--- config.mk ---
export PLATFORM = sky130hd
export DESIGN_NAME = branch_ctrl
export DESIGN_NICKNAME = d
export VERILOG_FILES = /design/src/rtl/branch_ctrl_pkg.sv /design/src/rtl/branch_ctrl_cmp.sv /design/src/rtl/branch_ctrl.sv
export SDC_FILE = /design/constraint.sdc
export NUM_CORES = 1
export LEC_CHECK = 0
export ABC_CLOCK_PERIOD_IN_PS = 6000
export CORE_MARGIN = 5
export CORE_UTILIZATION = 51
export CTS_BUF_LIST = sky130_fd_sc_hd__clkbuf_2
export CTS_CLUSTER_DIAMETER = 60
export CTS_CLUSTER_SIZE = 30
export DETAILED_ROUTE_END_ITERATION = 16
export PLACE_DENSITY = 0.95
export SKIP_LAST_GASP = 1
export SYNTH_ARGS = -nofsm -noshare
export SYNTH_HDL_FRONTEND = slang
export SYNTH_SLANG_ARGS = --single-unit
--- constraint.sdc ---
create_clock -name clk_i -period 6 [get_ports clk_i]
set_input_delay 0.9 -clock clk_i [delete_from_list [all_inputs] [get_ports clk_i]]
set_output_delay 0.9 -clock clk_i [all_outputs]
set_load 0.01 [all_outputs]
--- src/rtl/branch_ctrl_pkg.sv ---
// Shared types for the EX-stage branch-resolution controller.
//   XLEN       : datapath width
//   data_t     : XLEN-wide datapath word
//   br_kind_t  : control-transfer class decoded in ID
//   cmp_op_t   : branch condition, encoded as the RV32I funct3 of the branch
//   br_state_t : redirect FSM state
//   redirect_t : fetch redirect request (valid + target)
package branch_ctrl_pkg;

  localparam int XLEN = 32;

  typedef logic [XLEN-1:0] data_t;

  typedef enum logic [1:0] {
    BR_NONE = 2'd0,
    BR_COND = 2'd1,
    BR_JAL  = 2'd2,
    BR_JALR = 2'd3
  } br_kind_t;

  // funct3 encoding lets decode pass the instruction field straight through.
  typedef enum logic [2:0] {
    CMP_BEQ  = 3'b000,
    CMP_BNE  = 3'b001,
    CMP_BLT  = 3'b100,
    CMP_BGE  = 3'b101,
    CMP_BLTU = 3'b110,
    CMP_BGEU = 3'b111
  } cmp_op_t;

  typedef enum logic {
    IDLE     = 1'b0,
    REDIRECT = 1'b1
  } br_state_t;

  typedef struct packed {
    logic  valid;
    data_t pc;
  } redirect_t;

endpackage

--- src/rtl/branch_ctrl_cmp.sv ---
// Branch comparator: evaluates the RV32I branch condition on two operands.
//   op    : branch condition
//   a, b  : forwarded rs1 / rs2 values
//   taken : condition holds (0 for unassigned funct3 codes)
import branch_ctrl_pkg::*;

module branch_ctrl_cmp #(
  parameter int XLEN = 32
) (
  input  cmp_op_t         op,
  input  logic [XLEN-1:0] a,
  input  logic [XLEN-1:0] b,
  output logic            taken
);

  logic eq, lt_s, lt_u;

  assign eq   = (a == b);
  assign lt_s = ($signed(a) < $signed(b));
  assign lt_u = (a < b);

  always_comb begin
    taken = 1'b0;
    case (op)
      CMP_BEQ:  taken = eq;
      CMP_BNE:  taken = !eq;
      CMP_BLT:  taken = lt_s;
      CMP_BGE:  taken = !lt_s;
      CMP_BLTU: taken = lt_u;
      CMP_BGEU: taken = !lt_u;
      default:  taken = 1'b0;
    endcase
  end

endmodule

--- src/rtl/branch_ctrl.sv ---
// EX-stage branch-resolution controller.
// Resolves conditional branches and jumps, computes the target, and hands a
// valid/ready redirect to fetch. While a redirect is pending (and in the cycle
// that launches it) the IF/ID and ID/EX registers are squashed. Targets with
// bit 1 set raise a one-cycle misalign pulse instead of redirecting.
//   clk_i, rst_i          : clock, asynchronous active-high reset
//   ex_valid_i            : EX holds a valid instruction
//   ex_kind_i/ex_cmp_op_i : transfer class and branch condition
//   ex_pc_i, ex_imm_i     : instruction PC and sign-extended immediate
//   ex_rs1_i, ex_rs2_i    : forwarded operands
//   fetch_ready_i         : fetch accepts the redirect
//   redirect_valid_o/pc_o : registered redirect request to fetch
//   flush_if_id_o/id_ex_o : squash younger pipeline registers
//   misalign_o            : registered misaligned-target pulse
//   cond_cnt_o            : evaluated conditional branches (wrapping)
//   redirect_cnt_o        : accepted redirects (wrapping)
import branch_ctrl_pkg::*;

module branch_ctrl #(
  parameter int XLEN = 32
) (
  input  logic            clk_i,
  input  logic            rst_i,
  input  logic            ex_valid_i,
  input  br_kind_t        ex_kind_i,
  input  cmp_op_t         ex_cmp_op_i,
  input  logic [XLEN-1:0] ex_pc_i,
  input  logic [XLEN-1:0] ex_imm_i,
  input  logic [XLEN-1:0] ex_rs1_i,
  input  logic [XLEN-1:0] ex_rs2_i,
  input  logic            fetch_ready_i,
  output logic            redirect_valid_o,
  output logic [XLEN-1:0] redirect_pc_o,
  output logic            flush_if_id_o,
  output logic            flush_id_ex_o,
  output logic            misalign_o,
  output logic [31:0]     cond_cnt_o,
  output logic [31:0]     redirect_cnt_o
);

  br_state_t       state;
  logic            redirect_valid_q;
  logic [XLEN-1:0] redirect_pc_q;
  logic            misalign_q;
  logic [31:0]     cond_cnt_q;
  logic [31:0]     redirect_cnt_q;

  logic            taken;
  logic            is_jump;
  logic            fire;
  logic            launch;
  logic            handshake;
  logic            count_cond;
  logic [XLEN-1:0] base;
  logic [XLEN-1:0] sum;
  logic [XLEN-1:0] target;

  branch_ctrl_cmp #(.XLEN(XLEN)) u_cmp (
    .op    (ex_cmp_op_i),
    .a     (ex_rs1_i),
    .b     (ex_rs2_i),
    .taken (taken)
  );

  // One adder serves all kinds: JALR adds to rs1, everything else to the PC.
  assign base   = (ex_kind_i == BR_JALR) ? ex_rs1_i : ex_pc_i;
  assign sum    = base + ex_imm_i;
  assign target = (ex_kind_i == BR_JALR) ? {sum[XLEN-1:1], 1'b0} : sum;

  assign is_jump = (ex_kind_i == BR_JAL) || (ex_kind_i == BR_JALR);

  // EX is only evaluated in IDLE; a pending redirect owns the stage.
  assign fire = ex_valid_i && (state == IDLE) &&
                (is_jump || ((ex_kind_i == BR_COND) && taken));

  // Bit 1 set means the target is not 4-byte aligned: flag it, do not redirect.
  assign launch    = fire && !target[1];
  assign handshake = (state == REDIRECT) && fetch_ready_i;
  assign count_cond = ex_valid_i && (state == IDLE) && (ex_kind_i == BR_COND);

  // Flushes go out combinationally in the launch cycle so the wrong-path
  // instructions behind the branch never advance.
  assign flush_if_id_o = launch || (state == REDIRECT);
  assign flush_id_ex_o = launch || (state == REDIRECT);

  assign redirect_valid_o = redirect_valid_q;
  assign redirect_pc_o    = redirect_pc_q;
  assign misalign_o       = misalign_q;
  assign cond_cnt_o       = cond_cnt_q;
  assign redirect_cnt_o   = redirect_cnt_q;

  // Redirect FSM with registered outputs. The target register is only
  // written on launch, so it is stable under backpressure and keeps its
  // value after the handshake.
  always_ff @(posedge clk_i or posedge rst_i) begin
    if (rst_i) begin
      state            <= IDLE;
      redirect_valid_q <= 1'b0;
      redirect_pc_q    <= '0;
      misalign_q       <= 1'b0;
    end else begin
      misalign_q <= fire && target[1];
      case (state)
        IDLE: begin
          if (launch) begin
            state            <= REDIRECT;
            redirect_valid_q <= 1'b1;
            redirect_pc_q    <= target;
          end
        end
        REDIRECT: begin
          if (fetch_ready_i) begin
            state            <= IDLE;
            redirect_valid_q <= 1'b0;
          end
        end
        default: begin
          state            <= IDLE;
          redirect_valid_q <= 1'b0;
        end
      endcase
    end
  end

  // Event counters, free-running and wrapping at 2^32.
  always_ff @(posedge clk_i or posedge rst_i) begin
    if (rst_i) begin
      cond_cnt_q     <= '0;
      redirect_cnt_q <= '0;
    end else begin
      if (count_cond) cond_cnt_q     <= cond_cnt_q + 32'd1;
      if (handshake)  redirect_cnt_q <= redirect_cnt_q + 32'd1;
    end
  end

endmodule
# ---- After elaboration in Yosys (flattened, before gate mapping)
# Cells that the tools add are included.
dict set report word_totals {
  regBits 99
  out_inout_bits 100
  wordCells 49
}
dict set report op_classes {
  add_sub_neg 3
  magnitude_cmp 2
  n_eq_ne 11
  n_mux 9
  n_bitwise 1
  reduce_logical 17
}
# operator count
set op_table {}
lappend op_table {{32-bit by 1-bit adder with 32-bit output (second input constant)} 2}
lappend op_table {{32-bit less-than comparator} 2}
lappend op_table {{32-bit adder} 1}
lappend op_table {{32-bit == test} 1}
lappend op_table {{32-bit two-way mux} 1}
lappend op_table {{3-bit == test (second input constant)} 4}
lappend op_table {{1-bit logical AND} 7}
lappend op_table {{1-bit one-hot mux with 6 select lines} 1}
lappend op_table {{1-bit two-way mux} 5}
lappend op_table {{2-bit == test (second input constant)} 2}
lappend op_table {{1-bit logical NOT} 4}
lappend op_table {{2-bit != test (second input constant)} 2}
lappend op_table {{1-bit one-hot mux with 2 select lines} 2}
lappend op_table {{2-bit AND reduction} 2}
lappend op_table {{3-bit by 1-bit == test with 1-bit output (second input constant)} 1}
lappend op_table {{3-bit logical NOT} 1}
lappend op_table {{1-bit logical OR} 3}
lappend op_table {{2-bit by 1-bit == test with 1-bit output (second input constant)} 1}
lappend op_table {{1-bit NOT} 1}

# ---- Longest topological paths before layout
dict set report depth {
  word_depth 9
  mapped_depth 14
  mapped_depth_nobuf 13
}

# ---- Cells and area by module
# From an unflattened synthesis, not the netlist that was laid out.
dict set report hier_totals {
  hier_cells 739
  area_unflattened_um2 6875.3
}
# module instances cells_per_inst area_per_inst_um2
set by_module_without_submodules {}
lappend by_module_without_submodules {branch_ctrl 1 620 5969.5}
lappend by_module_without_submodules {branch_ctrl_cmp 1 119 905.9}

# ---- Least setup slack after synthesis
# OpenSTA, ideal clock, no wires.
dict set report synth_timing {
  kind {in2out}
  start {input port ex_rs2_i[29]}
  end {output port flush_if_id_o}
  arrival_ps 3317
  setup_slack_ps 1783
  stages 13
  path_cell_list {inv_1 -> ha_1 -> a21o_1 -> a21o_1 -> a221oi_2 -> o21ai_1 -> or4_4 -> a31oi_4 -> or2_1 -> buf_6 -> buf_2 -> nand2_1 -> buf_4}
}
dict set report synth_between {
  elab_chain_len 8
  elab_cells_between_ends 12
  cone_classes {order compare: 2; eq/ne: 1; mux: 1; reduce/logical: 8}
}
# item line_no
set synth_rtl {}
lappend synth_rtl {{start, declared} branch_ctrl.sv:30} ;# input logic [XLEN-1:0] ex_rs2_i,
lappend synth_rtl {{32-bit less-than comparator, or another cell as far along} branch_ctrl_cmp.sv:20} ;# assign lt_u = (a < b);
lappend synth_rtl {{1-bit logical NOT, on equally long branches} {branch_ctrl_cmp.sv:30, branch_ctrl_cmp.sv:26, branch_ctrl_cmp.sv:28}}
lappend synth_rtl {{1-bit one-hot mux with 6 select lines (*)} branch_ctrl_cmp.sv:24} ;# case (op)
lappend synth_rtl {{1-bit logical AND (*)} branch_ctrl.sv:74} ;# (is_jump || ((ex_kind_i == BR_COND) && taken));
lappend synth_rtl {{1-bit logical OR (*)} branch_ctrl.sv:74}
lappend synth_rtl {{1-bit logical AND (*)} branch_ctrl.sv:73} ;# assign fire = ex_valid_i && (state == IDLE) &&
lappend synth_rtl {{1-bit logical AND (*)} branch_ctrl.sv:77} ;# assign launch = fire && !target[1];
lappend synth_rtl {{1-bit logical OR (*)} -}
lappend synth_rtl {{end, declared} branch_ctrl.sv:34} ;# output logic flush_if_id_o,
# Mark *: on every way between the ends. The rest lies on a longest branch, timed or not.

# ---- Worst setup path after layout
dict set report layout_timing {
  start {input port ex_rs2_i[23]}
  end {output port flush_if_id_o}
}
dict set report layout_between {
  elab_chain_len 8
  elab_cells_between_ends 12
  cone_classes {order compare: 2; eq/ne: 1; mux: 1; reduce/logical: 8}
}
# item line_no
set layout_rtl {}
lappend layout_rtl {{32-bit less-than comparator, or another cell as far along} branch_ctrl_cmp.sv:20}
lappend layout_rtl {{1-bit logical NOT, on equally long branches} {branch_ctrl_cmp.sv:30, branch_ctrl_cmp.sv:26, branch_ctrl_cmp.sv:28}}
lappend layout_rtl {{1-bit one-hot mux with 6 select lines (*)} branch_ctrl_cmp.sv:24}
lappend layout_rtl {{1-bit logical AND (*)} branch_ctrl.sv:74}
lappend layout_rtl {{1-bit logical OR (*)} branch_ctrl.sv:74}
lappend layout_rtl {{1-bit logical AND (*)} branch_ctrl.sv:73}
lappend layout_rtl {{1-bit logical AND (*)} branch_ctrl.sv:77}
lappend layout_rtl {{1-bit logical OR (*)} branch_ctrl.sv:83} ;# assign flush_if_id_o = launch || (state == REDIRECT);
# Marked as above.

==> results.json <==
{
  "outcome": "finished, final reports clean",
  "synthesis.area_um2": 6920,
  "clockBufferDepth": 2,
  "die_h_um": 126,
  "post_layout_nonfiller_instances": 1103,
  "skew_ps": 31.2,
  "route.antenna.remaining_nets": 0,
  "yosysTopAreaCell": "sky130_fd_sc_hd__dfrtp_1",
  "die-area_um2": 16000,
  "synth.top_cell.area_share_pct": 35.8,
  "slew_viol_final": 0,
  "share_clk_of_total_power_pct": 15.0,
  "post_synthesis_to_final_layout_area_growth_pct": 38.2,
  "num_rows": 42,
  "tightestPinTransition_ps": 836,
  "pleak_nw": 4.36,
  "swShare_pct": 33.8,
  "routed-via-count": 6122,
  "crit_type": "input port to output port",
  "first_global_vias": 6215,
  "avgRoutedWirePerCell_um": 17.6,
  "timing.critical_path.fanout_max": 9,
  "post_cts.resized_instances": 0,
  "synth.yosys.seq_area_share_pct": 35.8,
  "timing.final.setup_violations": 0,
  "critical_path.endpoint_type": "output port",
  "fin_ws_ps": 875,
  "placedCellCount": 1087,
  "diodes": 0,
  "combinational_group_share_of_total_power_pct": 45.1,
  "io-pin-count": 237,
  "hold_violations": 0,
  "postLayoutCellArea_um2": 9560,
  "share_seq_of_total_power_pct": 39.9,
  "core_region_area_um2": 13300,
  "fin_setup_tns_ps": 0,
  "period_minus_slack_ps": 5120,
  "synth-main-ff-cell": "sky130_fd_sc_hd__dfrtp_1",
  "hpwlAfterDp_mm": 16.0,
  "drv.max_cap_violation_count": 0,
  "pwr_density_cell_nw_per_um2": 239,
  "ctsHoldBuffers": 0,
  "cts_max_level": 3,
  "asyncSetResetFlopFracSynth_pct": 100,
  "clk_pin_slew_ps": 280,
  "grtUsageTotal_pct": 24.1,
  "ys_warn_count": 0,
  "syn-instance-count": 685,
  "route.detailed.vias_per_inst": 5.55,
  "gp_congestion": 0.882,
  "clk-insertion-delay-late_ps": 580,
  "fin_worst_hold_slack_ps": 507,
  "drt_first_pass_iters": 5,
  "cp_data_arrival_time_ps": 4220,
  "dpl_cell_area_um2": 9430,
  "synth_enable_flop_cells": 0,
  "routed_wl_mm": 19.4,
  "internal_power_mw": 1.51,
  "final_common_cell": "sky130_fd_sc_hd__clkdlybuf4s50_1",
  "finalCritPeriodShare_pct": 85.4,
  "synth_cell_type_count": 61,
  "drc": 0,
  "unrepaired_setup_endpoints_after_global_routing": "no",
  "grt_start_max_net_pins": 67,
  "synth_seq_cells": 99,
  "totalPowerFinal_mw": 2.28,
  "io_buffers": 236,
  "depth_of_the_worst_hold_timing_path": 1,
  "layout.core_utilization_pct": 71.9,
  "fp.dieW_um": 126,
  "cts-root-buf": "sky130_fd_sc_hd__clkbuf_2",
  "initial_utilization_pct": 52.0,
  "fmaxAchievable_mhz": 195,
  "max_slew_margin_pct": 44.3,
  "cts_tree": "done",
  "synthesized_nets": 888,
  "yosys-top-cells-area": "sky130_fd_sc_hd__dfrtp_1 36%, sky130_fd_sc_hd__ha_1 12%, sky130_fd_sc_hd__xnor2_1 8.7%",
  "dp_slack_ps": 793,
  "power_spent_charging_and_discharging_nets_mw": 0.771,
  "most-common-layout-cells": "236 x sky130_fd_sc_hd__clkdlybuf4s50_1, 99 x sky130_fd_sc_hd__dfrtp_1, 69 x sky130_fd_sc_hd__xnor2_1",
  "startpoint_type": "input port",
  "critical-path-slowest-cell": "sky130_fd_sc_hd__nor4_2",
  "cts.repair_timing.setup_buffer_count": 0,
  "grt_first_pass_wirelength_mm": 31.3,
  "max_stage_delay_ps": 560,
  "grt-ovfl-total": 0,
  "avgSynthCellArea_um2": 10.1,
  "critPathRequiredTime_ps": 5100,
  "detailedRoute.firstIterationViolations": 374,
  "cts_inserted_buffers": 9,
  "peakVddDrop_v": 0.000142,
  "worst_path_most_repeated_cell": "sky130_fd_sc_hd__clkdlybuf4s50_1",
  "drive_above_1_share_pct": 9.82,
  "clock-sinks": 99,
  "num-nets-final": 1125,
  "cells_along_the_critical_path": "clkdlybuf4s50_1 > inv_1 > ha_1 > nand4_1 > nor4_2 > nor3b_1 > or4_4 > a31oi_4 > or2_2 > nand2_1 > clkdlybuf4s50_1",
  "worst_hold_path_type": "flip-flop to flip-flop",
  "antenna_found_initial": 0,
  "r2r.worst_path.cells": 8
}
## synth_stat cells, types with 2 or more instances
cell and number:
sky130_fd_sc_hd__a211o_1 2, sky130_fd_sc_hd__a211oi_1 4, sky130_fd_sc_hd__a21o_1 21, sky130_fd_sc_hd__a21oi_1 37, sky130_fd_sc_hd__a31oi_1 5, sky130_fd_sc_hd__and2_1 4
sky130_fd_sc_hd__and3_1 11, sky130_fd_sc_hd__and4_1 8, sky130_fd_sc_hd__buf_12 2, sky130_fd_sc_hd__clkbuf_1 9, sky130_fd_sc_hd__dfrtp_1 99, sky130_fd_sc_hd__ha_1 65
sky130_fd_sc_hd__inv_1 45, sky130_fd_sc_hd__mux2_2 37, sky130_fd_sc_hd__mux2_4 19, sky130_fd_sc_hd__nand2_1 51, sky130_fd_sc_hd__nand2b_1 2, sky130_fd_sc_hd__nand3_1 27
sky130_fd_sc_hd__nand4_1 23, sky130_fd_sc_hd__nor2_1 29, sky130_fd_sc_hd__nor2b_1 5, sky130_fd_sc_hd__nor3_1 4, sky130_fd_sc_hd__o211ai_1 5, sky130_fd_sc_hd__o21a_1 4
sky130_fd_sc_hd__o21ai_0 25, sky130_fd_sc_hd__o21ai_1 6, sky130_fd_sc_hd__o21bai_1 3, sky130_fd_sc_hd__o311ai_0 2, sky130_fd_sc_hd__o31ai_1 5, sky130_fd_sc_hd__or2_2 4
sky130_fd_sc_hd__xnor2_1 69, sky130_fd_sc_hd__xor2_1 24
## critical path: cells and delay by family
kind	cells	cell delay, ps
and+or+nand+nor	6	1790
buffers and inverters	3	1070
adders and majority gates	1	340
AOI/OAI and AO/OA	1	130
## routing by layer
layer / GRT usage, % / share of wire, %
met1: 28.6 / 39
met5: 0 / 0
met4: 8.08 / 2.5
met3: 6.26 / 8.7
met2: 42.2 / 50
## final timing paths
kind	slack (ps)	endpoint	startpoint
worst max register to register	3480	cond_cnt_o[29]	state
min in group asynchronous	620	redirect_pc_o[1]	rst_i
max in group asynchronous	4180	misalign_o	rst_i
worst min register to register	510	redirect_cnt_o[31]	redirect_cnt_o[31]
worst min-delay path	510	redirect_cnt_o[31]	redirect_cnt_o[31]
worst max-delay path	880	flush_if_id_o	ex_rs2_i[23]
## flip-flops by register name (all words and copies together), names as in the netlist
name and cells:
redirect_pc_o 32, cond_cnt_o 32, redirect_valid_o 1, state 1, misalign_o 1, redirect_cnt_o 32
## layout make-up
cell class / instances / area (µm²)
inverter: 45 / 171
sequential: 99 / 2480
clock buffer: 10 / 50.0
fill: 979 / 3740
timing repair buffer: 240 / 2390
multi-input combinational: 527 / 4170
clock inverter: 6 / 72.6
tap: 176 / 220
## cells by family after synthesis
| family | count (synthesis) | synth area share [%] |
|---|---|---|
| mux | 57 | 10.3 |
| fa+ha+maj | 66 | 12.0 |
| compound gates | 134 | 13.0 |
| buf+inv | 59 | 3.85 |
| xor+xnor | 93 | 11.8 |
| simple gates | 177 | 13.2 |
| flops | 99 | 35.8 |
## power groups by stage
| stage | clock, mW | sequential [mW] | combinational, mW |
|---|---|---|---|
| 6_report | 0.342 | 0.911 | 1.03 |
| 5_1_grt | 0.374 | 0.932 | 1.11 |
| 4_1_cts | 0.350 | 0.910 | 1.04 |
| 3_5_place_dp | 0 | 0.921 | 1.03 |
| 3_3_place_gp | 0 | 0.918 | 1.01 |
| 2_1_floorplan | 0 | 0.972 | 0.465 |
Power figures use the tool's default switching activity.
